===== config.mk =====
export PLATFORM = sky130hd
export DESIGN_NAME = cart_mem_router
export DESIGN_NICKNAME = d
export VERILOG_FILES = /design/src/rtl/cart_mem_router.sv
export SDC_FILE = /design/constraint.sdc
export NUM_CORES = 1
export LEC_CHECK = 0
export CORE_ASPECT_RATIO = 0.7
export CORE_UTILIZATION = 49
export DETAILED_ROUTE_END_ITERATION = 6
export PLACE_DENSITY = 0.95
export SLEW_MARGIN = 10
export SYNTH_ARGS = -nofsm -noshare
export SYNTH_HDL_FRONTEND = slang
export SYNTH_SLANG_ARGS = --single-unit
export TNS_END_PERCENT = 100

===== constraint.sdc =====
create_clock -name clk -period 3.31 [get_ports clk]
set_input_delay 0.662 -clock clk [delete_from_list [all_inputs] [get_ports clk]]
set_output_delay 0.662 -clock clk [all_outputs]
set_load 0.1 [all_outputs]

===== src/rtl/cart_mem_router.sv =====
// Routes cartridge and host requests onto one backing-memory port.
// A pending cartridge request always wins over the host; each access ends with a single response cycle.
module cart_mem_router #(
  parameter int unsigned TIMEOUT = 64,
  parameter bit          HOST_EN = 1'b1,
  localparam int unsigned AW     = 26,
  localparam int unsigned DW     = 16,
  localparam int unsigned WW     = 2
) (
  input  logic          clk,
  input  logic          rst,
  input  logic          i_cart_rd,
  input  logic          i_cart_wr,
  input  logic [AW-1:0] i_cart_addr,
  input  logic [WW-1:0] i_cart_data_width,
  input  logic [DW-1:0] i_cart_wr_data,
  output logic [DW-1:0] o_cart_rd_data,
  output logic          o_cart_rd_valid,
  input  logic          i_host_req,
  input  logic          i_host_we,
  input  logic [AW-1:0] i_host_addr,
  input  logic [DW-1:0] i_host_wdata,
  output logic [DW-1:0] o_host_rdata,
  output logic          o_host_ack,
  output logic          o_mem_req,
  output logic          o_mem_we,
  output logic [AW-1:0] o_mem_addr,
  output logic [1:0]    o_mem_be,
  output logic [DW-1:0] o_mem_wdata,
  input  logic [DW-1:0] i_mem_rdata,
  input  logic          i_mem_ack,
  output logic          o_err_timeout,
  output logic          o_err_overrun
);

  localparam int unsigned CW = (TIMEOUT > 1) ? $clog2(TIMEOUT) : 1;

  typedef enum logic [1:0] {S_IDLE, S_CART, S_HOST, S_RESP} state_t;

  state_t          r_state;
  state_t          w_state_nxt;

  logic            r_pend_vld;
  logic            r_pend_we;
  logic            r_pend_byte;
  logic [AW-1:0]   r_pend_addr;
  logic [DW-1:0]   r_pend_wdata;

  logic            r_mem_req;
  logic            r_mem_we;
  logic [AW-1:0]   r_mem_addr;
  logic [1:0]      r_mem_be;
  logic [DW-1:0]   r_mem_wdata;
  logic            r_is_host;
  logic            r_rd_byte;
  logic [CW-1:0]   r_cnt;

  logic            r_cart_rd_valid;
  logic [DW-1:0]   r_cart_rd_data;
  logic            r_host_ack;
  logic [DW-1:0]   r_host_rdata;
  logic            r_err_timeout;
  logic            r_err_overrun;

  logic            w_pulse;
  logic            w_pulse_byte;
  logic            w_slot_vld;
  logic            w_slot_we;
  logic            w_slot_byte;
  logic [AW-1:0]   w_slot_addr;
  logic [DW-1:0]   w_slot_wdata;
  logic            w_host_go;
  logic            w_ack;
  logic            w_tmo;
  logic [DW-1:0]   w_rsp_data;
  logic [DW-1:0]   w_cart_rdata;
  logic            w_issue_cart;
  logic            w_issue_host;
  logic            w_done;

  // A live pulse is the newest request, so it is the one issued when it meets an unissued slot.
  assign w_pulse      = (i_cart_rd | i_cart_wr) & (i_cart_data_width != 2'b00);
  assign w_pulse_byte = (i_cart_data_width == 2'b01);
  assign w_slot_vld   = w_pulse | r_pend_vld;
  assign w_slot_we    = w_pulse ? i_cart_wr      : r_pend_we;
  assign w_slot_byte  = w_pulse ? w_pulse_byte   : r_pend_byte;
  assign w_slot_addr  = w_pulse ? i_cart_addr    : r_pend_addr;
  assign w_slot_wdata = w_pulse ? i_cart_wr_data : r_pend_wdata;

  assign w_host_go    = (HOST_EN == 1'b1) & i_host_req;
  assign w_ack        = r_mem_req & i_mem_ack;
  assign w_tmo        = r_mem_req & ~i_mem_ack & (r_cnt == CW'(TIMEOUT - 1));
  assign w_rsp_data   = w_ack ? i_mem_rdata : 16'hFFFF;
  assign w_cart_rdata = (w_ack & r_rd_byte) ? {8'h00, i_mem_rdata[7:0]} : w_rsp_data;

  always_ff @(posedge clk) begin
    if (rst) r_state <= S_IDLE;
    else     r_state <= w_state_nxt;
  end

  always_comb begin
    w_state_nxt  = r_state;
    w_issue_cart = 1'b0;
    w_issue_host = 1'b0;
    w_done       = 1'b0;
    case (r_state)
      S_IDLE: begin
        if (w_slot_vld) begin
          w_state_nxt  = S_CART;
          w_issue_cart = 1'b1;
        end else if (w_host_go) begin
          w_state_nxt  = S_HOST;
          w_issue_host = 1'b1;
        end
      end
      S_CART, S_HOST: begin
        if (w_ack | w_tmo) begin
          w_state_nxt = S_RESP;
          w_done      = 1'b1;
        end
      end
      S_RESP:  w_state_nxt = S_IDLE;
      default: w_state_nxt = S_IDLE;
    endcase
  end

  // Single-entry cartridge slot; a second unissued pulse overwrites it and flags overrun.
  always_ff @(posedge clk) begin
    if (rst) begin
      r_pend_vld    <= 1'b0;
      r_pend_we     <= 1'b0;
      r_pend_byte   <= 1'b0;
      r_pend_addr   <= '0;
      r_pend_wdata  <= '0;
      r_err_overrun <= 1'b0;
    end else begin
      if (w_pulse & r_pend_vld) r_err_overrun <= 1'b1;
      if (w_issue_cart) begin
        r_pend_vld <= 1'b0;
      end else if (w_pulse) begin
        r_pend_vld   <= 1'b1;
        r_pend_we    <= i_cart_wr;
        r_pend_byte  <= w_pulse_byte;
        r_pend_addr  <= i_cart_addr;
        r_pend_wdata <= i_cart_wr_data;
      end
    end
  end

  // Memory request is held stable from issue until ack or timeout.
  always_ff @(posedge clk) begin
    if (rst) begin
      r_mem_req   <= 1'b0;
      r_mem_we    <= 1'b0;
      r_mem_addr  <= '0;
      r_mem_be    <= 2'b00;
      r_mem_wdata <= '0;
      r_is_host   <= 1'b0;
      r_rd_byte   <= 1'b0;
      r_cnt       <= '0;
    end else if (w_issue_cart) begin
      r_mem_req   <= 1'b1;
      r_mem_we    <= w_slot_we;
      r_mem_addr  <= w_slot_addr;
      r_mem_be    <= w_slot_byte ? 2'b01 : 2'b11;
      r_mem_wdata <= w_slot_byte ? {8'h00, w_slot_wdata[7:0]} : w_slot_wdata;
      r_is_host   <= 1'b0;
      r_rd_byte   <= w_slot_byte;
      r_cnt       <= '0;
    end else if (w_issue_host) begin
      r_mem_req   <= 1'b1;
      r_mem_we    <= i_host_we;
      r_mem_addr  <= i_host_addr;
      r_mem_be    <= 2'b11;
      r_mem_wdata <= i_host_wdata;
      r_is_host   <= 1'b1;
      r_rd_byte   <= 1'b0;
      r_cnt       <= '0;
    end else if (w_done) begin
      r_mem_req   <= 1'b0;
      r_cnt       <= '0;
    end else if (r_mem_req) begin
      r_cnt       <= r_cnt + CW'(1);
    end
  end

  // Response registers: one-cycle strobes raised in the cycle after completion.
  always_ff @(posedge clk) begin
    if (rst) begin
      r_cart_rd_valid <= 1'b0;
      r_cart_rd_data  <= '0;
      r_host_ack      <= 1'b0;
      r_host_rdata    <= '0;
      r_err_timeout   <= 1'b0;
    end else begin
      r_cart_rd_valid <= 1'b0;
      r_host_ack      <= 1'b0;
      if (w_done) begin
        if (w_tmo) r_err_timeout <= 1'b1;
        if (r_is_host) begin
          r_host_ack <= 1'b1;
          if (!r_mem_we) r_host_rdata <= w_rsp_data;
        end else if (!r_mem_we) begin
          r_cart_rd_valid <= 1'b1;
          r_cart_rd_data  <= w_cart_rdata;
        end
      end
    end
  end

  assign o_cart_rd_data  = r_cart_rd_data;
  assign o_cart_rd_valid = r_cart_rd_valid;
  assign o_host_rdata    = r_host_rdata;
  assign o_host_ack      = r_host_ack;
  assign o_mem_req       = r_mem_req;
  assign o_mem_we        = r_mem_we;
  assign o_mem_addr      = r_mem_addr;
  assign o_mem_be        = r_mem_be;
  assign o_mem_wdata     = r_mem_wdata;
  assign o_err_timeout   = r_err_timeout;
  assign o_err_overrun   = r_err_overrun;

endmodule


# Word-level counts from Yosys, hierarchy flattened
# Index checks and enable logic that the tools add are counted.
[word_totals]
regBits = 137
latchBits = 0
mem_bits_rw = 0
romBits = 0
out_inout_bits = 82
wordCells = 88
n_memories = 0
[classes]
add_sub_neg = 1
n_mul = 0
div_mod_pow = 0
magnitude_cmp = 0
eq_ne = 7
shifts = 0
n_mux = 34
n_bitwise = 13
n_reduce_logical = 13
[op_table]
columns = ["cell", "n"]
rows = [
  ["two-way mux 16 bit", 6],
  ["two-way mux 26 bit", 3],
  ["two-way mux 1 bit", 18],
  ["two-way mux 2 bit", 6],
  ["adder 6 x 1 -> 6 bit, second input constant", 1],
  ["AND 1 bit", 6],
  ["equality test 6 bit, second input constant", 1],
  ["one-hot mux 2 bit (3 select lines)", 1],
  ["AND reduction 3 bit", 2],
  ["OR reduction 2 bit", 3],
  ["equality test 2 x 1 -> 1 bit, second input constant", 2],
  ["equality test 2 bit, second input constant", 2],
  ["NOT 1 bit", 4],
  ["AND reduction 2 bit", 2],
  ["nonzero test 2 bit", 2],
  ["OR reduction 4 bit", 1],
  ["!= test 3 bit, second input constant", 1],
  ["bitwise OR 1 bit", 3],
  ["nonzero test 3 bit", 1],
  ["OR reduction 3 bit", 1],
  ["logical NOT 2 bit", 1],
  ["!= test 2 bit, second input constant", 1],
]

# Depth between registers and ports, before layout
# Gate-level depths: netlist of the first run.
[logic_depth]
depth_word = 9
depth_mapped = 8

# Worst setup path before layout of the first run
# Ideal clock, no wire load.
[synth_path]
path_type = "reg2reg"
from = "register r_mem_req (netlist: o_mem_req)"
to = "register r_cart_rd_data[10] (netlist: o_cart_rd_data[10])"
setup_time_ps = 166
arrival_time_ps = 2185
required_time_ps = 3144
path_slack_ps = 959
path_stages_with_launch = 5
n_path_buf = 1
path_cell_list = "dfxtp_1 > buf_4 > nand2_1 > nor4_1 > a211oi_1"
[synth_between]
elab_chain_len = 6
elab_cells_between_ends = 10
classes_between = "mux: 4; bitwise: 5; reduce/logical: 1"
[synth_rtl]
columns = ["item", "line_no", "rtl"]
rows = [
  ["start, declared", "49", "logic r_mem_req;"],
  ["start signal, assigned", "153", "r_mem_req <= 1'b0;"],
  ["start signal, assigned", "162", "r_mem_req <= 1'b1;"],
  ["start signal, assigned", "171", "r_mem_req <= 1'b1;"],
  ["AND 1 bit (2 in series)", "92", "assign w_tmo = r_mem_req & ~i_mem_ack & (r_cnt == CW'(TIMEOUT - 1));"],
  ["bitwise OR 1 bit", "117", "if (w_ack | w_tmo) begin"],
  ["two-way mux 1 bit", "117", ""],
  ["two-way mux 1 bit", "106", "case (r_state)"],
  ["AND reduction 3 bit (no line)", "--", ""],
  ["end signal, assigned", "205", "r_cart_rd_data <= w_cart_rdata;"],
  ["end, declared", "59", "logic [DW-1:0] r_cart_rd_data;"],
]
# Parallel ways exist; a longest one is shown, timed or not.
# A chain may end at the register's enable or synchronous reset.

# Worst setup path after layout of the first run
[layout_path]
from = "input port i_cart_wr"
to = "register r_pend_addr[1]"
[layout_between]
elab_chain_len = 5
elab_cells_between_ends = 6
classes_between = "mux: 3; bitwise: 3"
[layout_rtl]
columns = ["item", "line_no", "rtl"]
rows = [
  ["start, declared", "13", "input logic i_cart_wr,"],
  ["bitwise OR 1 bit *", "82", "assign w_pulse = (i_cart_rd | i_cart_wr) & (i_cart_data_width != 2'b00);"],
  ["AND 1 bit *", "82", ""],
  ["bitwise OR 1 bit", "84", "assign w_slot_vld = w_pulse | r_pend_vld;"],
  ["two-way mux 1 bit", "108", "if (w_slot_vld) begin"],
  ["two-way mux 1 bit", "106", ""],
  ["end signal, assigned", "144", "r_pend_addr <= i_cart_addr;"],
  ["end, declared", "46", "logic [AW-1:0] r_pend_addr;"],
]
# Mark *: on every way between the ends. The rest lies on a longest branch, timed or not.

==> impl_results.md, run 1 <==
* Setup TNS at 0 ns
* Router iterations before antenna repair at 5
* Post-CTS setup buffers at 0
* Syn nets at between 700 and 800
* MaxCap Viol Count at 0
* Slowest cell delay on critical path at just under 0.9 ns
* Status: finished clean
* Final worst-path cycle share at 0.7538
* Final setup fails at 0
* Hold depth at 2
* GRT Total Usage at 0.2737
* Ports at between 150 and 200
* Synth area leader: dfxtp_1
* Post-synth top area share at 0.4971
* Crit end category: flip-flop
* Asr flop ratio synth at 0
* Placement Setup Slack at ~0.49 ns
* Wire per inst at approximately 16 um
* CTS tree: done
* Initial Util at 0.5030
* Hold Buf Count CTS at 0
* Clock root buffer: clkbuf_16
* Sw Ratio at 0.4457
* Final min period at between 2 and 2.5 ns
* Cells after Synth at 652
* Vias in the first global route at around 5200
* Post-synth top flop: dfxtp_1
* Die H at 90.79 um
* Clock group share of total power at 0.277
* Buffers & Inverters on Critical Path at 1
* Post-synth EDFFs at 0
* RSZ-0062 raised after global routing: no
* Reg2reg path depth at 7
* Wirelength, routed at around 16000 um
* Routability cong. at ~0.79
* Via-to-Cell Ratio at around 5.5
* Buffers on Ports at 190
* Worst VDD drop at 0.0005678 V
* Netlist cell types at 44
* # rows at 32
* Post-route design area at 7941 um^2
* Yosys reg bits at 137
* Clock sink total at 137
* Crit-path max FO at 42
* Max transition margin at 0.3242
* GRT overflow at 0
* TritonCTS Buffers at 17
* Most frequent cell after synthesis: nand2_1
* Final worst slack at approximately 0.81 ns
* Worst-margin pin slew at 1.014 ns
* Die area at ~12000 um^2
* Critical path required time at roughly 3.7 ns
* Die width at around 130 um
* CP startpoint kind: input pin
* Finished Core Util at 0.7239
* Crit-path cells: clkdlybuf4s50_1, o22ai_4, nor2_4, nand2_1, a21oi_1
* Logic pwr share at 0.415
* First-pass GRT wire length at ~25000 um
* Drt drc at 0
* Layout area overhead at 43.92%
* Largest net degree at the start of global routing at 71
* Total number of vias at about 5400
* Fin. max-slew vios at 0
* CORE AREA at between 10000 and 15000 um^2
* Area of the mapped netlist at roughly 5500 um^2
* Register share of total power at 0.308
* Initial antenna violation count at 0
* Clk slew on worst S/H paths at ~0.060 ns
* Post-synth top cells: nand2_1, dfxtp_1, a21oi_1
* N_diodes at 0
* Crit path depth at 5
* CP Class: input pin to flip-flop
* Fillers at about 850
* Footprint of the multi-input gates at around 2500 um^2
* Number of DRC markers in iteration 0 at 409
* DP HPWL at approximately 10000 um
* Clock latency on the worst-skew pair at around 0.42 ns
* Crit path arrival time at 2.83 ns
* Nets@finish at between 900 and 1000
* H-tree depth at 4
* Psw at between 3 and 4 mW
* Post-Syn Area per Cell at between 8 and 9 um^2
* Warnings, synthesis at 0
* Clock skew at approximately 0.009 ns
* Share of layout cells above drive strength 1 at 0.1651
* Power Density at about 890 nW/um^2
* HP Class: flip-flop to flip-flop
* CTS resizes at 0
* Max Fclk at 400.8 MHz
* Final hold vios at 0
* Pint at slightly below 4 mW
* Remaining antenna violation count after routing at 0
* Leakage at between 3 and 4 nW
* CP max-delay cell: nor2_4
* Register area share after synthesis at 0.4971
* CP delay by family, top: simple AND/OR/NAND/NOR gates
* DP Area at 7323 um^2
* Reg area at 2743 um^2
* Ranking of synthesized cells by area: dfxtp_1, nand2_1, a21oi_1
* Deepest clock path buffer count at 2
## state kept, by name (all words and copies together) (netlist names)
name             flops
r_state              2
r_pend_vld           1
o_err_overrun        1
o_cart_rd_valid      1
r_rd_byte            1
r_pend_we            1
o_mem_be             2
r_cnt                6
o_cart_rd_data      16
o_host_ack           1
r_is_host            1
r_pend_wdata        16
o_mem_req            1
o_mem_addr          26
o_host_rdata        16
o_mem_we             1
o_mem_wdata         16
o_err_timeout        1
r_pend_byte          1
r_pend_addr         26
## layer usage
metal | global-route usage | wire, um | vias up | share of wire
met4 | 0.07843 | 211 | 0 | 0.013
met2 | 0.4446 | 7268 | 227 | 0.46
li1 | - | - | 2648 | -
met5 | 0 | 0 | - | 0
met1 | 0.3513 | 7019 | 2552 | 0.45
met3 | 0.07938 | 1235 | 21 | 0.078
## power groups by stage
stage | clock [mW] | sequential [mW] | combinational, mW
5_1_grt | 2.06 | 2.21 | 3.07
2_1_floorplan | 0 | 3.50 | 0.878
3_5_place_dp | 0 | 2.19 | 2.91
4_1_cts | 1.98 | 2.17 | 2.92
3_3_place_gp | 0 | 2.19 | 2.87
6_report | 1.95 | 2.17 | 2.92
## kinds of logic after synthesis
| family | Yosys count | share of synthesized area |
|---|---|---|
| compound gates | 211 | 0.2535 |
| fa+ha+maj | 2 | 0.004534 |
| flops | 137 | 0.4971 |
| buf+inv | 58 | 0.04649 |
| simple gates | 229 | 0.1721 |
| xor+xnor | 5 | 0.007938 |
| mux | 10 | 0.01837 |
## tightest hold or removal path, cell delays in order, from the launching register on
cell and delay, ns:
dfxtp_1 0.31, nand2_1 0.05, a21oi_1 0.05
## through the flow
step	power [mW]	instances	hold slack, ns
after global placement	5.053	957	0.4420
after CTS	7.066	989	0.4552
after global routing	7.335	989	0.4743
after detailed placement	5.099	957	0.4465
final	7.046	989	0.4541
after floorplan	4.381	652	0.4357
## cell type report
type,count,area share
multi-input cells,457,0.3203
clock buffers,17,0.05357
flip-flops and latches,137,0.3454
clock inverters,15,0.02426
inverters,7,0.003309
well taps,153,0.02411
repair buffers,203,0.2291
## cells in the final DEF (no fill, tap or decap), types with 9 or more instances in the layout
cell type	n
clkbuf_16	17
a211oi_1	26
dfxtp_1	137
clkdlybuf4s50_1	108
nand2b_1	10
buf_4	93
nor3_1	10
a221o_1	35
nor2_1	40
o21ai_0	14
mux2i_1	9
a21oi_1	111
nand2_1	157
## final timing paths
check | from | endpoint | slack, ns
max | i_cart_wr | r_pend_addr[1] | 0.81
max reg2reg | r_state[0] | r_cnt[2] | 1.24
min | r_pend_wdata[12] | r_pend_wdata[12] | 0.45
min reg2reg | r_pend_wdata[12] | r_pend_wdata[12] | 0.45
Power figures use the tool's default switching activity.
==> inputs of run 2 (changes only) <==
CORE_UTILIZATION = 45   (was 49)
PLACE_DENSITY = 0.89   (was 0.95)
clock period = 2.6 ns   (was 3.31 ns; I/O delays follow)
==> run 2 against run 1 <==
  * Sequential power grew 28%
  * Count of clock-buffer cells in the layout is 4 higher
  * Sequential cell count unchanged
  * Final cell count grew 0.91%
  * Combinational power up 29%
  * Sequential share of layout area is 0.29 points lower
  * Worst hold slack improved by 0.00052 ns
  * Via count shrank 0.79%
  * Global-route usage shrank 2.0 points
  * Design area rose by 0.83%
  * Setup slack lost 0.19 ns
  * Critical endpoint is now o_mem_wdata[11]
  * Largest power group unchanged
==> impl_results.md, run 2 (same netlist as run 1, synthesis figures left out) <==
* CORE AREA at about 12000 um^2
* Register share of total power at 0.308
* Final setup fails at 0
* Hold Buf Count CTS at 0
* Crit path arrival time at around 2.3 ns
* Total number of vias at roughly 5400
* Power Density at approximately 1100 nW/um^2
* GRT Total Usage at 0.2539
* DP HPWL at ~10000 um
* GRT overflow at 0
* Router iterations before antenna repair at 5
* # rows at 33
* Leakage at around 3.1 nW
* Psw at around 4.0 mW
* Initial Util at 0.4673
* Crit end category: flip-flop
* Max transition margin at 0.3569
* Critical path required time at 2.88 ns
* Setup TNS at 0 ns
* Reg area at roughly 2700 um^2
* Clock sink total at about 140
* Share of layout cells above drive strength 1 at 0.1688
* Commonest cells after routing, fill and taps aside: nand2_1, dfxtp_1, a21oi_1, clkdlybuf4s50_1, buf_4
* Nets@finish at between 900 and 1000
* N_diodes at 0
* Wirelength, routed at roughly 16000 um
* H-tree depth at 4
* RSZ-0062 raised after global routing: no
* TritonCTS Buffers at 17
* Vias in the first global route at a little over 5000
* HP Class: flip-flop to flip-flop
* Die width at 134.4 um
* Fin. max-slew vios at 0
* CP startpoint kind: input pin
* Post-CTS setup buffers at 0
* Max Fclk at 506.0 MHz
* Pint at roughly 5.0 mW
* Number of DRC markers in iteration 0 at 358
* Deepest clock path buffer count at 2
* Ports at roughly 190
* Clk slew on worst S/H paths at roughly 0.060 ns
* Worst-margin pin slew at between 0.9 and 1 ns
* Die area at 12720 um^2
* Die H at 94.65 um
* CTS tree: done
* Routability cong. at 0.8051
* Final Power at approximately 9 mW
* Layout area overhead at 45.12%
* Via-to-Cell Ratio at 5.416
* Footprint of the multi-input gates at between 2000 and 3000 um^2
* Logic pwr share at 0.419
* Clock group share of total power at 0.274
* Initial antenna violation count at 0
* Clock root buffer: clkbuf_16
* Clock skew at ~0.011 ns
* Final hold vios at 0
* Drt drc at 0
* Buffers on Ports at between 150 and 200
* Sw Ratio at 0.4398
* Wire per inst at roughly 16 um
* Hold Slack at 0.4546 ns
* Status: finished clean
* Remaining antenna violation count after routing at 0
* Clock latency on the worst-skew pair at slightly above 0.4 ns
* MaxCap Viol Count at 0
* Worst VDD drop at between 0.0008 and 0.0009 V
* Fillers at about 950
* First-pass GRT wire length at around 25000 um
* Most common cell after layout, fill and taps aside: nand2_1
* Final min period at ~2.0 ns
* Largest net degree at the start of global routing at 60
* CP Class: input pin to flip-flop
* Final worst-path cycle share at 0.7602
* CTS resizes at 0
* Crit-path max FO at 36
[run 2: cell count changes in the layout (fill, tap and decap cells not counted), sizes merged]
cell	change
clkinv	+1
clkbuf	+4
buf	+6
inv	-3
clkinvlp	-2
clkdlybuf4s50	-1
[run 2: metal layers]
metal / up-vias / share of wire / wire length (um) / track usage
met4: 0 / 0.012 / 186 / 0.08895
met3: 16 / 0.072 / 1130 / 0.06495
met1: 2539 / 0.46 / 7290 / 0.3372
li1: 2665 / - / - / -
met2: 185 / 0.45 / 7179 / 0.4016
met5: - / 0 / 0 / 0
[run 2: final cells by class]
type / count / area share
Tap cell: 157 / 0.02453
Timing Repair Buffer: 208 / 0.2362
Sequential cell: 137 / 0.3425
Clock buffer: 21 / 0.05750
Clock inverter: 11 / 0.01828
Multi-Input combinational cell: 457 / 0.3177
Inverter: 7 / 0.003281
[run 2: power groups by stage]
stage	clock [mW]	combinational, mW	sequential, mW
6_report	2.46	3.76	2.77
4_1_cts	2.48	3.77	2.76
3_3_place_gp	0	3.70	2.79
2_1_floorplan	0	1.12	4.46
5_1_grt	2.59	3.97	2.81
3_5_place_dp	0	3.74	2.79
[run 2: critical path: stages]
cell             delay (ns)
clkdlybuf4s50_1        0.43
o22a_2                 0.37
o211ai_4               0.22
buf_12                 0.23
nand2b_1               0.31
o21ai_0                0.16
[run 2: final timing paths]
| check | startpoint | to | depth (start not counted) | slack, ns |
|---|---|---|---|---|
| worst max-delay path | i_cart_data_width[0] | o_mem_wdata[11] | 6 | 0.62 |
| worst min register to register | r_pend_addr[5] | r_pend_addr[5] | 2 | 0.45 |
| worst min-delay path | r_pend_addr[5] | r_pend_addr[5] | 2 | 0.45 |
| worst max register to register | r_state[0] | r_pend_wdata[9] | 5 | 0.67 |
[run 2: metrics by stage]
| stage | cell area, um^2 | instances | util | worst slack (ns) |
|---|---|---|---|---|
| after floorplan | 5518 | 652 | - | 0.2485 |
| after global placement | 7401 | 966 | 0.6267 | 0.2252 |
| after detailed placement | 7401 | 966 | 0.6267 | 0.2111 |
| after CTS | 8008 | 998 | 0.6781 | 0.6282 |
| after global routing | 8008 | 998 | 0.6781 | 0.4497 |
| final | 8008 | 998 | 0.6781 | 0.6236 |
